File: src/rtl/keystroke_pkg.sv
// Shared constants and width helpers for the keystroke conditioner.
// Optional auto-repeat is enabled with `define KEY_AUTOREPEAT_EN.
package keystroke_pkg;

  localparam int unsigned N_KEYS_DEF = 12;

  // Bit positions on the core's keystroke bus.
  localparam int unsigned KEY_MODE0   = 1;
  localparam int unsigned KEY_MODE1   = 3;
  localparam int unsigned KEY_MODE2   = 5;
  localparam int unsigned KEY_MODE3   = 7;
  localparam int unsigned KEY_CONFIRM = 8;
  localparam int unsigned KEY_RUN     = 9;

  // Width of a counter that must hold 0..n-1. Never returns less than 1.
  function automatic int unsigned cnt_width(input int unsigned n);
    return (n <= 2) ? 1 : $clog2(n);
  endfunction

endpackage

File: src/rtl/key_debounce_bit.sv
// One keystroke bit: two-flop synchroniser, tick-driven debounce counter, and registered strobes.
// Auto-repeat logic is built only when KEY_AUTOREPEAT_EN is defined.
module key_debounce_bit
  import keystroke_pkg::*;
#(
  parameter int unsigned DEB_TICKS     = 8,
  parameter int unsigned REPEAT_DELAY  = 500,
  parameter int unsigned REPEAT_PERIOD = 100
) (
  input  logic clk,
  input  logic rst_n,
  input  logic tick_i,
  input  logic raw_i,
  output logic level_o,
  output logic press_o,
  output logic release_o,
  output logic event_d_o
);

  localparam int unsigned   CW       = cnt_width(DEB_TICKS);
  localparam logic [CW-1:0] CNT_LAST = CW'(DEB_TICKS - 1);

  logic          sync1_q, sync2_q;
  logic          level_q, level_d;
  logic          press_q, press_d;
  logic          release_q, release_d;
  logic [CW-1:0] cnt_q, cnt_d;
  logic          accept;
  logic          repeat_fire;

  // A single mismatch-free tick discards all progress.
  always_comb begin
    // NOTE: every combinational output gets a default first so no latch is inferred.
    cnt_d   = cnt_q;
    level_d = level_q;
    accept  = 1'b0;
    if (tick_i) begin
      if (sync2_q == level_q) begin
        cnt_d = '0;
      end else if (cnt_q >= CNT_LAST) begin
        cnt_d   = '0;
        level_d = ~level_q;
        accept  = 1'b1;
      end else begin
        cnt_d = cnt_q + 1'b1;
      end
    end
  end

`ifdef KEY_AUTOREPEAT_EN
  localparam int unsigned   RPT_MAX   = (REPEAT_DELAY > REPEAT_PERIOD) ? REPEAT_DELAY
                                                                       : REPEAT_PERIOD;
  localparam int unsigned   RW        = cnt_width(RPT_MAX);
  localparam logic [RW-1:0] RPT_FIRST = RW'(REPEAT_DELAY - 1);
  localparam logic [RW-1:0] RPT_NEXT  = RW'(REPEAT_PERIOD - 1);

  logic [RW-1:0] rpt_q, rpt_d;
  logic          rpt_armed_q, rpt_armed_d;

  // armed marks that the initial delay has elapsed and the shorter period now applies.
  // The repeat count restarts on any accepted transition, so a release edge never repeats.
  always_comb begin
    rpt_d       = rpt_q;
    rpt_armed_d = rpt_armed_q;
    repeat_fire = 1'b0;
    if (!level_q || accept) begin
      rpt_d       = '0;
      rpt_armed_d = 1'b0;
    end else if (tick_i) begin
      if (rpt_q >= (rpt_armed_q ? RPT_NEXT : RPT_FIRST)) begin
        repeat_fire = 1'b1;
        rpt_d       = '0;
        rpt_armed_d = 1'b1;
      end else begin
        rpt_d = rpt_q + 1'b1;
      end
    end
  end

  always_ff @(posedge clk or negedge rst_n) begin
    if (!rst_n) begin
      rpt_q       <= '0;
      rpt_armed_q <= 1'b0;
    end else begin
      rpt_q       <= rpt_d;
      rpt_armed_q <= rpt_armed_d;
    end
  end
`else
  assign repeat_fire = 1'b0;
`endif

  assign press_d   = (accept & level_d) | repeat_fire;
  assign release_d = accept & ~level_d;

  always_ff @(posedge clk or negedge rst_n) begin
    if (!rst_n) begin
      sync1_q   <= 1'b0;
      sync2_q   <= 1'b0;
      level_q   <= 1'b0;
      cnt_q     <= '0;
      press_q   <= 1'b0;
      release_q <= 1'b0;
    end else begin
      // NOTE: non-blocking assignments let sync1 -> sync2 shift correctly within one edge.
      sync1_q   <= raw_i;
      sync2_q   <= sync1_q;
      level_q   <= level_d;
      cnt_q     <= cnt_d;
      press_q   <= press_d;
      release_q <= release_d;
    end
  end

  assign level_o   = level_q;
  assign press_o   = press_q;
  assign release_o = release_q;
  assign event_d_o = press_d | release_d;

endmodule

File: src/rtl/keystroke_conditioner.sv
// Synchronises and debounces the raw key pins into clean levels and edge strobes for the core.
// Define KEY_AUTOREPEAT_EN to add held-key auto-repeat on key_press.
module keystroke_conditioner
  import keystroke_pkg::*;
#(
  parameter int unsigned N_KEYS        = N_KEYS_DEF,
  parameter int unsigned TICK_DIV      = 100000,
  parameter int unsigned DEB_TICKS     = 8,
  parameter int unsigned REPEAT_DELAY  = 500,
  parameter int unsigned REPEAT_PERIOD = 100
) (
  input  logic              clk,
  input  logic              rst_n,
  input  logic [N_KEYS-1:0] key_raw,
  output logic [N_KEYS-1:0] keystroke,
  output logic [N_KEYS-1:0] key_press,
  output logic [N_KEYS-1:0] key_release,
  output logic              key_change
);

  logic              tick;
  logic [N_KEYS-1:0] evt_d;
  logic              key_change_q;

  // One shared sample tick; a divide of 1 makes every cycle a tick.
  generate
    if (TICK_DIV <= 1) begin : g_no_div
      assign tick = 1'b1;
    end else begin : g_div
      localparam int unsigned   PW       = cnt_width(TICK_DIV);
      localparam logic [PW-1:0] PRE_LAST = PW'(TICK_DIV - 1);
      logic [PW-1:0] pre_q;

      always_ff @(posedge clk or negedge rst_n) begin
        if (!rst_n)                pre_q <= '0;
        else if (pre_q == PRE_LAST) pre_q <= '0;
        else                       pre_q <= pre_q + 1'b1;
      end

      assign tick = (pre_q == PRE_LAST);
    end
  endgenerate

  generate
    for (genvar i = 0; i < N_KEYS; i++) begin : g_bit
      key_debounce_bit #(
        .DEB_TICKS     (DEB_TICKS),
        .REPEAT_DELAY  (REPEAT_DELAY),
        .REPEAT_PERIOD (REPEAT_PERIOD)
      ) u_bit (
        .clk       (clk),
        .rst_n     (rst_n),
        .tick_i    (tick),
        .raw_i     (key_raw[i]),
        .level_o   (keystroke[i]),
        .press_o   (key_press[i]),
        .release_o (key_release[i]),
        .event_d_o (evt_d[i])
      );
    end
  endgenerate

  // Registered from the per-bit next-state strobes so it lines up with key_press/key_release.
  always_ff @(posedge clk or negedge rst_n) begin
    if (!rst_n) key_change_q <= 1'b0;
    else        key_change_q <= |evt_d;
  end

  assign key_change = key_change_q;

endmodule

File: config.mk
export PLATFORM = sky130hd
export DESIGN_NAME = keystroke_conditioner
export DESIGN_NICKNAME = d
export VERILOG_FILES = /design/src/rtl/keystroke_pkg.sv /design/src/rtl/key_debounce_bit.sv /design/src/rtl/keystroke_conditioner.sv
export SDC_FILE = /design/constraint.sdc
export NUM_CORES = 1
export LEC_CHECK = 0
export BUFFER_PORTS_ARGS = -buffer_cell sky130_fd_sc_hd__buf_2
export CAP_MARGIN = 30
export CORE_MARGIN = 8
export CORE_UTILIZATION = 59
export DETAILED_ROUTE_END_ITERATION = 8
export PLACE_DENSITY = 0.79
export SYNTH_ARGS = -nofsm -noshare
export SYNTH_HDL_FRONTEND = slang
export SYNTH_SLANG_ARGS = --single-unit
File: constraint.sdc
create_clock -name clk -period 3 [get_ports clk]
set_clock_uncertainty 0.2 [all_clocks]
set_input_delay 0.3 -clock clk [delete_from_list [all_inputs] [get_ports clk]]
set_output_delay 0.3 -clock clk [all_outputs]
set_load 0.02 [all_outputs]
==> results_dict.tcl <==
set metrics [dict create \
    ys_ff_latch 114 \
    io_pins 51 \
    ir_drop_uv 402.1 \
    synth_top_family_by_area "simple AND/OR/NAND/NOR gates" \
    min_period_ps 2520 \
    htreeDepth 4 \
    wl_met3_um 562 \
    cts_sinks 114 \
    synth_xor_area_share_pct 4.079 \
    fmax_mhz 396.9 \
    power_per_cell_area_mw_per_mm2 603.4 \
    yosys-top-cells-area "dfrtp_1, ha_1, buf_4" \
    num-fill-cells 596 \
    diodes 0 \
    die_x_um 109.5 \
    drtIter0Drc 151 \
    post_cts_resized 0 \
    cts.path.max_buffers 2 \
    syn_nets 481 \
    num_vias 3362 \
    cts.clk_slew.worst_paths_ps 50 \
    ys_warn_count 0 \
    synth_compound_area_share_pct 5.365 \
    synthDistinctLibCells 36 \
    tightest_slew_ps 621.8 \
    first_global_vias 3506 \
    grt_first_pass_wirelength_um 15930 \
    crit_family "simple AND/OR/NAND/NOR gates" \
    final_common_cell "dfrtp_1" \
    nNetsFinal 526 \
    arrival_ps 2750 \
    status "completed" \
    place.gp.congestion 0.7388 \
    wl_met2_um 4545 \
    viasPerCell 5.539 \
    criticalPathCategory "flop to flop" \
    grt_max_degree 56 \
    fin_crit_sh_pct 83.99 \
    cts_buffers 17 \
    rsz0062_at_grt "false" \
    endpoint_kind "flop" \
    p_leak_nw 3.116 \
    synth_area_mm2 0.005154 \
    worst_path_max_delay_cell "or4_1" \
    portBuffers 50 \
    drive_above_1_share_pct 24.05 \
    synth_top_area_cell "dfrtp_1" \
    relSlewSlack_pct 58.23 \
    syn_avg_cell_area_um2 11.66 \
    wl_met1_um 4058 \
    dp_hpwl_um 6205 \
    coreArea_mm2 0.008593 \
    firstDrtPassIters 5 \
    drc 0 \
    clk_root_buffer_cell "clkbuf_8" \
    start_util_pct 59.97 \
    antenna_found_initial 0 \
    post-route-util_pct 70.01 \
    yosysTopAreaCellShare_pct 55.35 \
    setup_viol 0 \
    crit_path_max_fanout 20 \
    synth-adder-area-share_pct 6.069 \
    final_cell_mix "dfrtp_1, nand2_1, buf_2, ha_1, nand3_1" \
    cts_hold_buf 13 \
    total_power_w 0.003630 \
    min_path_type "input port to async pin" \
    final_hold_viol_count 0 \
    maxCapViolCount 0 \
    yosysSeqAreaShare_pct 55.35 \
    muxShareOfSynthArea_pct 5.025 \
    grt_usage_pct 17.09 \
    dieArea_mm2 0.01198 \
    grt-ovfl-total 0 \
    top_layer "met4" \
    rows 34 \
    wl_per_cell_um 15.22 \
    area_delta_synth_final_pct 16.73 \
    routed_wirelength_um 9236 \
    crit_buf_inv 1 \
    drv_slew 0 \
    cts_tree "yes" \
    die_h_um 109.5 \
    worst_setup_path_start_kind "flop" \
    drtAntennaViolNets 0 \
    cpPeakStageDelay_ps 640 \
    fin_setup_tns_ps 0 \
    critPathRequiredTime_ps 3240 \
    clk_latency_ps 510 \
    synth-simple-area-share_pct 17.58 \
    netlist_instances 442 \
    post_cts_buffers 0 \
    path_cells "ha_1, nand4_1, or4_1, buf_4, nor4_1, a21o_1" \
]
-- worst reg2reg max path, cell delays in order, from the launching register on --
cell and delay [ps]:
dfrtp_1 380, ha_1 220, nand4_1 370, or4_1 640, buf_4 230, nor4_1 280, a21o_1 120
-- cell type report --
cell class	count	area [um2]	share of cell area, %
flip-flops and latches	114	2853	47.42
multi-input cells	280	1973	32.80
repair buffers	71	455.4	7.571
clock buffers	20	425.4	7.072
clock inverters	11	162.7	2.704
well taps	108	135.1	2.246
inverters	3	11.26	0.1872
-- cell usage after synthesis, drive strengths merged --
cell / n
or4: 2
nand3: 24
nand4bb: 2
o21ai: 1
nor4b: 3
a31o: 13
nand3b: 6
a21oi: 3
ha: 25
xor2: 4
mux2i: 9
nand2: 74
inv: 3
nor4: 8
nand4: 3
dfrtp: 114
nor3b: 21
a21o: 4
or3: 1
a31oi: 12
buf: 43
or4b: 1
xnor2: 20
nor3: 3
o22ai: 6
and2: 1
and3: 2
nor2: 20
mux2: 12
clkbuf: 2
-- path summary, 6_finish.rpt --
kind                                                  startpoint                                   to  slack (ps)  depth (start not counted)
worst min register to register  g_bit[2].u_bit.sync1_q$_DFF_PN0_     g_bit[2].u_bit.sync2_q$_DFF_PN0_         140                          0
min in group clk                g_bit[2].u_bit.sync1_q$_DFF_PN0_     g_bit[2].u_bit.sync2_q$_DFF_PN0_         140                          0
worst max register to register          g_div.pre_q[0]$_DFF_PN0_  g_bit[4].u_bit.cnt_q[0]$_DFFE_PN0N_         480                          6
worst max-delay path                    g_div.pre_q[0]$_DFF_PN0_  g_bit[4].u_bit.cnt_q[0]$_DFFE_PN0N_         480                          6
max in group asynchronous                                  rst_n            g_div.pre_q[16]$_DFF_PN0_        1800                          3
worst min-delay path                                       rst_n     g_bit[7].u_bit.sync2_q$_DFF_PN0_          80                          2
-- metrics by stage --
step	setup WS (ps)	instances	hold slack (ps)	area [um2]
finish	480.4	607	81.01	6016
global route	272.0	607	100.9	6016
CTS	467.2	607	76.46	6016
detailed placement	494.5	563	74.70	5298
global placement	635.4	563	71.90	5298
floorplan	737.6	442	-195.6	5154
-- registers in the layout, indices dropped and copies added (netlist names) --
signal	cells
g_bit.u_bit.release_o	12
key_change	1
g_bit.u_bit.level_o	12
g_bit.u_bit.press_o	12
g_div.pre_q	17
g_bit.u_bit.sync1_q	12
g_bit.u_bit.cnt_q	36
g_bit.u_bit.sync2_q	12
-- routing by layer --
| metal | vias to the layer above | track usage (%) |
|---|---|---|
| met5 | - | 0 |
| met4 | 0 | 4.629 |
| met3 | 6 | 6.213 |
| met2 | 74 | 28.94 |
| met1 | 1681 | 20.11 |
| li1 | 1601 | - |
-- report_power, final --
part	total [W]	switching, W	internal [W]
logic	0.0000752	0.0000441	0.0000311
clock network	0.00199	0.000653	0.00133
registers	0.00157	0.0000114	0.00156
-- kinds of logic after synthesis --
| logic type | after synthesis |
|---|---|
| fa+ha+maj | 25 |
| buf+inv | 48 |
| flops | 114 |
| mux | 21 |
| compound gates | 39 |
| xor+xnor | 24 |
| simple gates | 171 |
Note: power is estimated with default switching activity, not from simulation.
